<file path="src/rtl/serial_subtractor.sv">
// Bit-serial two's-complement subtractor: computes a - b one bit per clock,
// LSB first, through a single full-subtractor cell with a registered borrow.
// One operation in flight; valid/ready handshakes on both operand and result.
module serial_subtractor #(
  parameter int unsigned WIDTH = 8
) (
  input  logic             clk,
  input  logic             rst_n,
  input  logic             in_valid,
  output logic             in_ready,
  input  logic [WIDTH-1:0] a,
  input  logic [WIDTH-1:0] b,
  output logic             out_valid,
  input  logic             out_ready,
  output logic [WIDTH-1:0] diff,
  output logic             bout,
  output logic             ovf
);

  localparam int unsigned CW = (WIDTH > 1) ? $clog2(WIDTH) : 1;

  typedef enum logic [1:0] {
    IDLE  = 2'd0,
    SHIFT = 2'd1,
    DONE  = 2'd2
  } state_t;

  state_t           state;
  state_t           state_next;
  logic [WIDTH-1:0] ra;
  logic [WIDTH-1:0] rb;
  logic [WIDTH-1:0] res;
  logic [CW-1:0]    cnt;
  logic             borrow;
  logic             a_sign;
  logic             b_sign;
  logic             x;
  logic             y;
  logic             d;
  logic             borrow_next;
  logic             last;

  // Full-subtractor cell on the current LSBs plus last-bit detection.
  always_comb begin
    x           = ra[0];
    y           = rb[0];
    d           = x ^ y ^ borrow;
    borrow_next = (~x & y) | (~(x ^ y) & borrow);
    last        = (cnt == CW'(WIDTH - 1));
  end

  // Next-state decode: accept in IDLE, shift WIDTH bits, hold result in DONE.
  always_comb begin
    state_next = state;
    case (state)
      IDLE:    if (in_valid)  state_next = SHIFT;
      SHIFT:   if (last)      state_next = DONE;
      DONE:    if (out_ready) state_next = IDLE;
      default:                state_next = IDLE;
    endcase
  end

  // State register.
  always_ff @(posedge clk) begin
    if (!rst_n) state <= IDLE;
    else        state <= state_next;
  end

  // Handshake flags registered from the next state so they track the FSM
  // exactly while having no combinational path from inputs.
  always_ff @(posedge clk) begin
    if (!rst_n) begin
      in_ready  <= 1'b1;
      out_valid <= 1'b0;
    end else begin
      in_ready  <= (state_next == IDLE);
      out_valid <= (state_next == DONE);
    end
  end

  // Datapath: operand capture, serial shift, result/flag registration.
  always_ff @(posedge clk) begin
    if (!rst_n) begin
      ra     <= '0;
      rb     <= '0;
      res    <= '0;
      cnt    <= '0;
      borrow <= 1'b0;
      a_sign <= 1'b0;
      b_sign <= 1'b0;
      diff   <= '0;
      bout   <= 1'b0;
      ovf    <= 1'b0;
    end else begin
      case (state)
        IDLE: begin
          if (in_valid) begin
            ra     <= a;
            rb     <= b;
            cnt    <= '0;
            borrow <= 1'b0;
            a_sign <= a[WIDTH-1];
            b_sign <= b[WIDTH-1];
          end
        end
        SHIFT: begin
          ra     <= {1'b0, ra[WIDTH-1:1]};
          rb     <= {1'b0, rb[WIDTH-1:1]};
          res    <= {d, res[WIDTH-1:1]};
          borrow <= borrow_next;
          // Counter is cleared on the final bit instead of incremented so it
          // never wraps when WIDTH is a power of two.
          if (last) begin
            cnt  <= '0;
            diff <= {d, res[WIDTH-1:1]};
            bout <= borrow_next;
            ovf  <= (a_sign != b_sign) && (d != a_sign);
          end else begin
            cnt  <= cnt + CW'(1);
          end
        end
        default: ;
      endcase
    end
  end

endmodule
</file>
<file path="config.mk">
export PLATFORM = sky130hd
export DESIGN_NAME = serial_subtractor
export DESIGN_NICKNAME = d
export VERILOG_FILES = /design/src/rtl/serial_subtractor.sv
export SDC_FILE = /design/constraint.sdc
export NUM_CORES = 1
export LEC_CHECK = 0
export CAP_MARGIN = 0
export CORE_ASPECT_RATIO = 0.75
export CORE_UTILIZATION = 45
export CTS_CLUSTER_SIZE = 28
export DETAILED_ROUTE_END_ITERATION = 8
export GPL_TIMING_DRIVEN = 0
export PLACE_DENSITY = 0.73
export RECOVER_POWER = 50
export SYNTH_ARGS = -nofsm -noshare
export SYNTH_HDL_FRONTEND = slang
export SYNTH_SLANG_ARGS = --single-unit
</file>
<file path="constraint.sdc">
create_clock -name clk -period 1.4 [get_ports clk]
set_clock_uncertainty 0.05 [all_clocks]
set_input_delay 0.28 -clock clk [delete_from_list [all_inputs] [get_ports clk]]
set_output_delay 0.28 -clock clk [all_outputs]
set_load 0.01 [all_outputs]
</file>
Yosys cells after proc, flatten, opt, wreduce, memory -nomap -nowiden
Index checks and enable logic that the tools add are counted.

Bits in registers: 44.

$add $sub $neg: 1. Equality and inequality tests: 7. Muxes and demuxes: 13. Bitwise operators: 7. Reduce and logical (&&, ||, !) cells: 7.

Operators with widths (number): case mux 8 bit (2 select lines) (2); 2-to-1 mux 8 bit (2); 2-to-1 mux 2 bit (3); 2-to-1 mux 3 bit (2); case mux 2 bit (3 select lines) (1); case mux 3 bit (2 select lines) (1); AND reduction 2 bit (3); == test 2 bit (second input constant) (2); zero test 2 bit (2); adder 3 x 1 -> 3 bit (second input constant) (1); == test 3 bit (second input constant) (1); AND 1 bit (2); == test 2 x 1 -> 1 bit (second input constant) (1); != test 1 bit (2); != test 2 bit (second input constant) (1); NOT 1 bit (2); case mux 1 bit (2 select lines) (1); nonzero test 2 bit (1); bitwise XOR 1 bit (2); logical AND 1 bit (1); 2-to-1 mux 1 bit (1); bitwise OR 1 bit (1).

Depth between registers and ports, before layout
Gate-level depths: netlist of the first run.

Word-level depth: 5. Gate-level depth with buffers: 6. Gate-level depth less buffers: 5.

Worst setup path after synthesis of the first run
Ideal clock, no wire load.

Path type: register to register. From: reg cnt[0]. To: reg diff[7]. Arrival: 1.270 ns. Required time: 1.234 ns. Slack: -0.036 ns. Stages on the path, launching flop included: 6. Buffers on the path: 1. Clock period less this slack: 1.436 ns. Path through: dfxtp_1 > ha_1 > ha_1 > and3b_2 > buf_4 > o211a_1.

Longest elaborated chain between the ends: 2.

RTL lines: from (decl) (line 33) `logic [CW-1:0] cnt;`; from (signal assigned) (line 119) `cnt <= cnt + CW'(1);`; == test 3 bit (line 49) `last = (cnt == CW'(WIDTH - 1));`; AND reduction 2 bit (no source line); to (signal assigned) (line 115) `diff <= {d, res[WIDTH-1:1]};`; to (decl) (line 15) `output logic [WIDTH-1:0] diff,`.

No other way between the ends. A chain may end at the register's enable or synchronous reset.

Worst setup path after layout of the first run
From: reg ra[0]. To: reg ovf.

Longest elaborated chain between the ends: 4.

RTL lines: from (decl) (line 30) `logic [WIDTH-1:0] ra;`; from (signal assigned) (line 107) `ra <= {1'b0, ra[WIDTH-1:1]};`; bitwise XOR 1 bit (2 in a row) (line 47) `d = x ^ y ^ borrow;`; != test 1 bit (line 117) `ovf <= (a_sign != b_sign) && (d != a_sign);`; logical AND 1 bit (line 117); to (signal assigned) (line 117); to (decl) (line 17) `output logic ovf`.

No other way between the ends.

==> results of run 1 <==
-- critical path, stage by stage, from the launching register on --
cell and delay, ns:
dfxtp_2 0.32, inv_2 0.04, fa_2 0.61, nor2_2 0.05, a21oi_2 0.13, a21oi_2 0.07
-- stage by stage --
| stage | utilization | setup slack [ns] | std cells | hold slack (ns) |
|---|---|---|---|---|
| 2_1_floorplan | - | 0.01483 | 181 | 0.3838 |
| 3_3_place_gp | 0.5810 | -0.2769 | 264 | 0.3915 |
| 3_5_place_dp | 0.5810 | -0.3105 | 264 | 0.3996 |
| 4_1_cts | 0.6118 | 0.001145 | 277 | 0.4039 |
| 5_1_grt | 0.6296 | -0.02354 | 278 | 0.4307 |
| 6_report | 0.6296 | 0.02521 | 278 | 0.4006 |
-- path summary, 6_finish.rpt --
kind / from / end / slack [ns] / cells after the start
worst max-delay path: ra[0] / ovf / 0.03 / 5
worst max register to register: ra[0] / ovf / 0.03 / 5
worst min register to register: diff[3] / diff[3] / 0.40 / 2
worst min-delay path: diff[3] / diff[3] / 0.40 / 2
-- kinds of logic (layout without fill, tap and decap cells) --
kind of cell,after synthesis,in the layout
AO/OA/AOI/OAI,43,43
adder cells (fa/ha/maj),3,3
buffers and inverters,12,57
multiplexers,16,16
flip-flops,43,43
AND/OR/NAND/NOR,64,64
-- what timing repair did --
| item | 4_1_cts | 5_1_grt |
|---|---|---|
| pin swaps | 2 | 6 |
| setup endpoints to repair | 34 | 22 |
| resized for setup | 16 | 20 |
| buffers inserted | 6 | 1 |
| gates cloned | 1 | 0 |
| endpoints found under the hold margin | 0 | 0 |
-- flip-flops by register name (all words and copies together), names as in the netlist --
| name | cells |
|---|---|
| res | 7 |
| ovf | 1 |
| in_ready | 1 |
| state | 2 |
| ra | 8 |
| out_valid | 1 |
| b_sign | 1 |
| diff | 8 |
| bout | 1 |
| rb | 8 |
| borrow | 1 |
| cnt | 3 |
| a_sign | 1 |
-- cells in the mapped netlist --
cell type	number
o21bai_1	1
and3b_2	1
nor2_1	2
nand3b_1	2
mux2i_1	16
o21ai_0	1
o21a_1	2
buf_6	2
a22oi_1	5
ha_1	2
o211a_1	15
o21ai_1	1
buf_2	5
and3_1	2
a21oi_1	2
inv_1	1
o221a_2	1
buf_4	1
nor3b_1	1
a21boi_0	9
nand2_1	46
nor2b_1	8
clkbuf_1	3
o21ba_2	1
a21boi_1	5
dfxtp_1	43
fa_1	1
nor3b_2	1
nand2b_1	1
-- where the power goes --
part	internal [µW]	total, µW	switching (µW)
Sequential	1280	1320	38.5
Clock	333	718	385
Combinational	169	309	140
Total	1780	2350	564
-- final cells by class --
class,instances,area [µm²],area share
buffer,11,78.83,0.03355
sequential,43,867.1,0.3690
clock buffer,6,72.57,0.03088
inverter,1,3.754,0.001597
timing repair buffer,39,362.8,0.1544
multi-input combinational,126,899.6,0.3829
tap,52,65.06,0.02769
-- layer usage --
metal,vias up,wire [µm]
li1,717,-
met1,696,1905
met2,27,1744
met3,9,140
met4,0,68
met5,-,0
==> impl_metrics.tcl, run 1 <==
set metrics [dict create \
    crit_type "register to register" \
    fin_area_mm2 0.002350 \
    root_buffer "clkbuf_8" \
    synthMuxAreaShare 0.08964 \
    clk_pin_slew_ns 0.07 \
    drtAntennaViolNets 0 \
    wire_per_inst_um 13.88 \
    cts_sinks 43 \
    place.gp.congestion 0.7846 \
    vdd_ir_drop_max_v 0.0006771 \
    cts_made_buffers 5 \
    antenna-diode-count 0 \
    synth_fa_ha_area_frac 0.02521 \
    synth_top_family_by_area "compound AO/OA/AOI/OAI gates" \
    maxSlewHeadroom 0.7346 \
    met1_usage 0.2608 \
    synth_compound_area_frac 0.1996 \
    cts_tree "built" \
    final_max_slew_viol_count 0 \
    leakage_uw 0.001073 \
    syn_area_mm2 0.001787 \
    nets 250 \
    crit_required_ns 1.53 \
    p_per_area_mw_per_mm2 998.3 \
    grt_max_degree 12 \
    initial_utilization 0.4787 \
    synthXorXnorAreaFrac 0 \
    min_period_ns 1.375 \
    die_x_um 74.76 \
    cp.arrival_ns 1.51 \
    io_pins 32 \
    ctsHtreeMaxLevel 2 \
    netlist_instances 181 \
    crit_path_start_kind "register" \
    clk_path_buf_depth 2 \
    layout_common_cells "nand2_1 (45), dfxtp_1 (38), clkdlybuf4s50_1 (19)" \
    worstMarginPinSlew_ns 0.3981 \
    dieArea_mm2 0.004229 \
    antenna_found_initial 0 \
    synth_cell_types 29 \
    yosys_register_bits 43 \
    n_fill_cell 318 \
    fin_tns_setup_ns 0 \
    seq_area_frac_synth 0.4818 \
    drc 0 \
    wl_um 3858 \
    grt_pass1_wl_um 6044 \
    syn_avg_cell_area_um2 9.871 \
    postPlaceCellArea_mm2 0.002168 \
    grtUsageMet3 0.05386 \
    drtIter0Drc 47 \
    yosysTopAreaCellShare 0.4818 \
    row_count 19 \
    clock_insertion_delay_worst_skew_ns 0.29 \
    period_share 0.9820 \
    top_usage_layer "met2" \
    yosys.area_share.simple 0.1646 \
    synth_top_cell_by_area "dfxtp_1" \
    drive_above_1_share 0.1726 \
    report.power.total_uw 2346 \
    drtPass1Iterations 4 \
    final_common_cell "nand2_1" \
    hold_buffers 0 \
    finalSetupViolCount 0 \
    port_buffers 31 \
    crit_path_end_kind "register" \
    track_usage 0.1933 \
    max_cap_violations 0 \
    syn_nets 204 \
    run_status "completed" \
    cp_max_fo 4 \
    fp.dieH_um 56.57 \
    overflow 0 \
    grt_util_met2 0.2909 \
    syn2layout_area_growth_pct 31.51 \
    ys_warn_count 0 \
    rsz0062_at_grt "true" \
    hp-class "register to register" \
    hpwlAfterDp_um 2584 \
    max_freq_mhz 727.4 \
    vias_per_cell 5.212 \
    num_vias 1449 \
    final_hold_viol_count 0 \
    coreArea_mm2 0.003732 \
    grt_pass1_vias 1318 \
    synthTopCellsByArea "dfxtp_1 (48%), nand2_1 (9.7%), mux2i_1 (9.0%)" \
]
No activity file was read; power rests on OpenSTA's default activity.
==> run 2: changes to the inputs <==
--- a/config.mk
+++ b/config.mk
@@ -5,13 +5,14 @@
 export SDC_FILE = /design/constraint.sdc
 export NUM_CORES = 1
 export LEC_CHECK = 0
+export ABC_CLOCK_PERIOD_IN_PS = 1700
 export CAP_MARGIN = 0
 export CORE_ASPECT_RATIO = 0.75
 export CORE_UTILIZATION = 45
 export CTS_CLUSTER_SIZE = 28
 export DETAILED_ROUTE_END_ITERATION = 8
 export GPL_TIMING_DRIVEN = 0
-export PLACE_DENSITY = 0.73
+export PLACE_DENSITY = 0.7
 export RECOVER_POWER = 50
 export SYNTH_ARGS = -nofsm -noshare
 export SYNTH_HDL_FRONTEND = slang
==> constraint.sdc (replaced) <==
create_clock -name clk -period 1.7 [get_ports clk]
set_clock_uncertainty 0.05 [all_clocks]
set_input_delay 0.34 -clock clk [delete_from_list [all_inputs] [get_ports clk]]
set_output_delay 0.34 -clock clk [all_outputs]
set_load 0.01 [all_outputs]
==> impl_metrics.tcl, run 2 (synthesis gave the netlist of run 1 again) <==
set metrics [dict create \
    hp-class "register to register" \
    hold_ws_ns 0.4021 \
    cts_sinks 43 \
    initial_utilization 0.4787 \
    coreArea_mm2 0.003732 \
    cp_max_fo 10 \
    place_ws_ns -0.06363 \
    die_x_um 74.76 \
    cpMostUsedCell "buf_2" \
    drive_above_1_share 0.09417 \
    drtAntennaViolNets 0 \
    worstMarginPinSlew_ns 0.5372 \
    wl_um 3526 \
    max_cap_violations 0 \
    wire_per_inst_um 12.82 \
    rsz0062_at_grt "false" \
    fp.dieH_um 56.57 \
    cp.arrival_ns 1.71 \
    maxSlewHeadroom 0.6411 \
    reg_top3 "diff (8), ra (8), rb (8)" \
    layout_common_cells "nand2_1 (46), dfxtp_1 (43), clkdlybuf4s50_1 (30)" \
    cts_made_buffers 5 \
    clock_insertion_delay_worst_skew_ns 0.29 \
    antenna_found_initial 0 \
    final_max_slew_viol_count 0 \
    crit_chain "dlygate4sd3_1 > o21ba_2 > buf_2 > buf_2 > o211a_1" \
    crit_slowest_cell "dlygate4sd3_1" \
    antenna-diode-count 0 \
    crit_path_end_kind "register" \
    nets 245 \
    track_usage 0.1945 \
    clk_pin_slew_ns 0.07 \
    vias_per_cell 4.996 \
    setup_ws_ns 0.1212 \
    final_hold_viol_count 0 \
    dieArea_mm2 0.004229 \
    drtPass1Iterations 4 \
    leakage_uw 0.0009960 \
    overflow 0 \
    port_buffers 31 \
    grt_pass1_vias 1379 \
    final_common_cell "nand2_1" \
    finalSetupViolCount 0 \
    crit_type "primary input to register" \
    fin_tns_setup_ns 0 \
    io_pins 32 \
    p_per_area_mw_per_mm2 883.3 \
    post_cts_resize_count 0 \
    crit_buf_inv 3 \
    root_buffer "clkbuf_8" \
    instances_no_fill 275 \
    max_freq_mhz 633.4 \
    drc 0 \
    crit_family "buffers and inverters" \
    clk_path_buf_depth 2 \
    grt_pass1_wl_um 6085 \
    dp_cells 264 \
    syn2layout_area_growth_pct 27.80 \
    grt_max_degree 13 \
    period_share 0.9287 \
    post-route-util 0.6118 \
    crit_path_start_kind "primary input" \
    hpwlAfterDp_um 2533 \
    n_fill_cell 331 \
    drtIter0Drc 82 \
    min_period_ns 1.579 \
    crit_required_ns 1.83 \
    vdd_ir_drop_max_v 0.0004692 \
    slowest_delay_ns 0.57 \
    row_count 19 \
    num_vias 1374 \
    run_status "completed" \
    ctsHtreeMaxLevel 2 \
    cts_tree "built" \
    place.gp.congestion 0.7340 \
]
==> run 2: routing by layer <==
| metal | share of wire | GRT usage | wire, µm |
|---|---|---|---|
| met1 | 0.51 | 0.2664 | 1808 |
| met4 | 0.0099 | 0.05660 | 35 |
| met2 | 0.44 | 0.2973 | 1554 |
| met5 | 0 | 0 | 0 |
| met3 | 0.036 | 0.05386 | 128 |
==> run 2: worst min-delay path, cell delays in order (launching register included) <==
cell and delay [ns]:
dfxtp_1 0.31, nand2_1 0.05, a21boi_1 0.05
==> run 2: stage by stage <==
step                      power, µW  instance area, µm²
final                          2017                2283
after global routing           2109                2283
after floorplan                1254                1787
after CTS                      2037                2262
after detailed placement       1344                2162
after global placement         1335                2162
==> run 2: area by class of cell <==
| class | instances | area, µm² | area share |
|---|---|---|---|
| Sequential cell | 43 | 860.8 | 0.3770 |
| Tap cell | 52 | 65.06 | 0.02849 |
| Clock buffer | 8 | 100.1 | 0.04384 |
| Inverter | 1 | 3.754 | 0.001644 |
| Multi-Input combinational cell | 126 | 855.8 | 0.3748 |
| Buffer | 11 | 65.06 | 0.02849 |
| Timing Repair Buffer | 34 | 332.8 | 0.1458 |
==> run 2: path summary, 6_finish.rpt <==
path,depth (start not counted),slack (ns),endpoint,startpoint
min reg2reg,2,0.40,diff[6],diff[6]
max reg2reg,5,0.16,diff[7],cnt[0]
min,2,0.40,diff[6],diff[6]
max,5,0.12,rb[3],in_valid
==> run 2: repair_timing <==
| action | 4_1_cts | 5_1_grt |
|---|---|---|
| setup buffers | 0 | 3 |
| hold buffers | 0 | 0 |
| endpoints found under the setup margin | 0 | 2 |
==> run 2: report_power, final <==
part           internal (µW)  leakage (µW)  switching, µW  total [µW]
logic                    130      0.000593            110         240
registers               1050      0.000352           28.1        1080
clock network            371     0.0000515            326         696
total                   1550      0.000996            463        2020
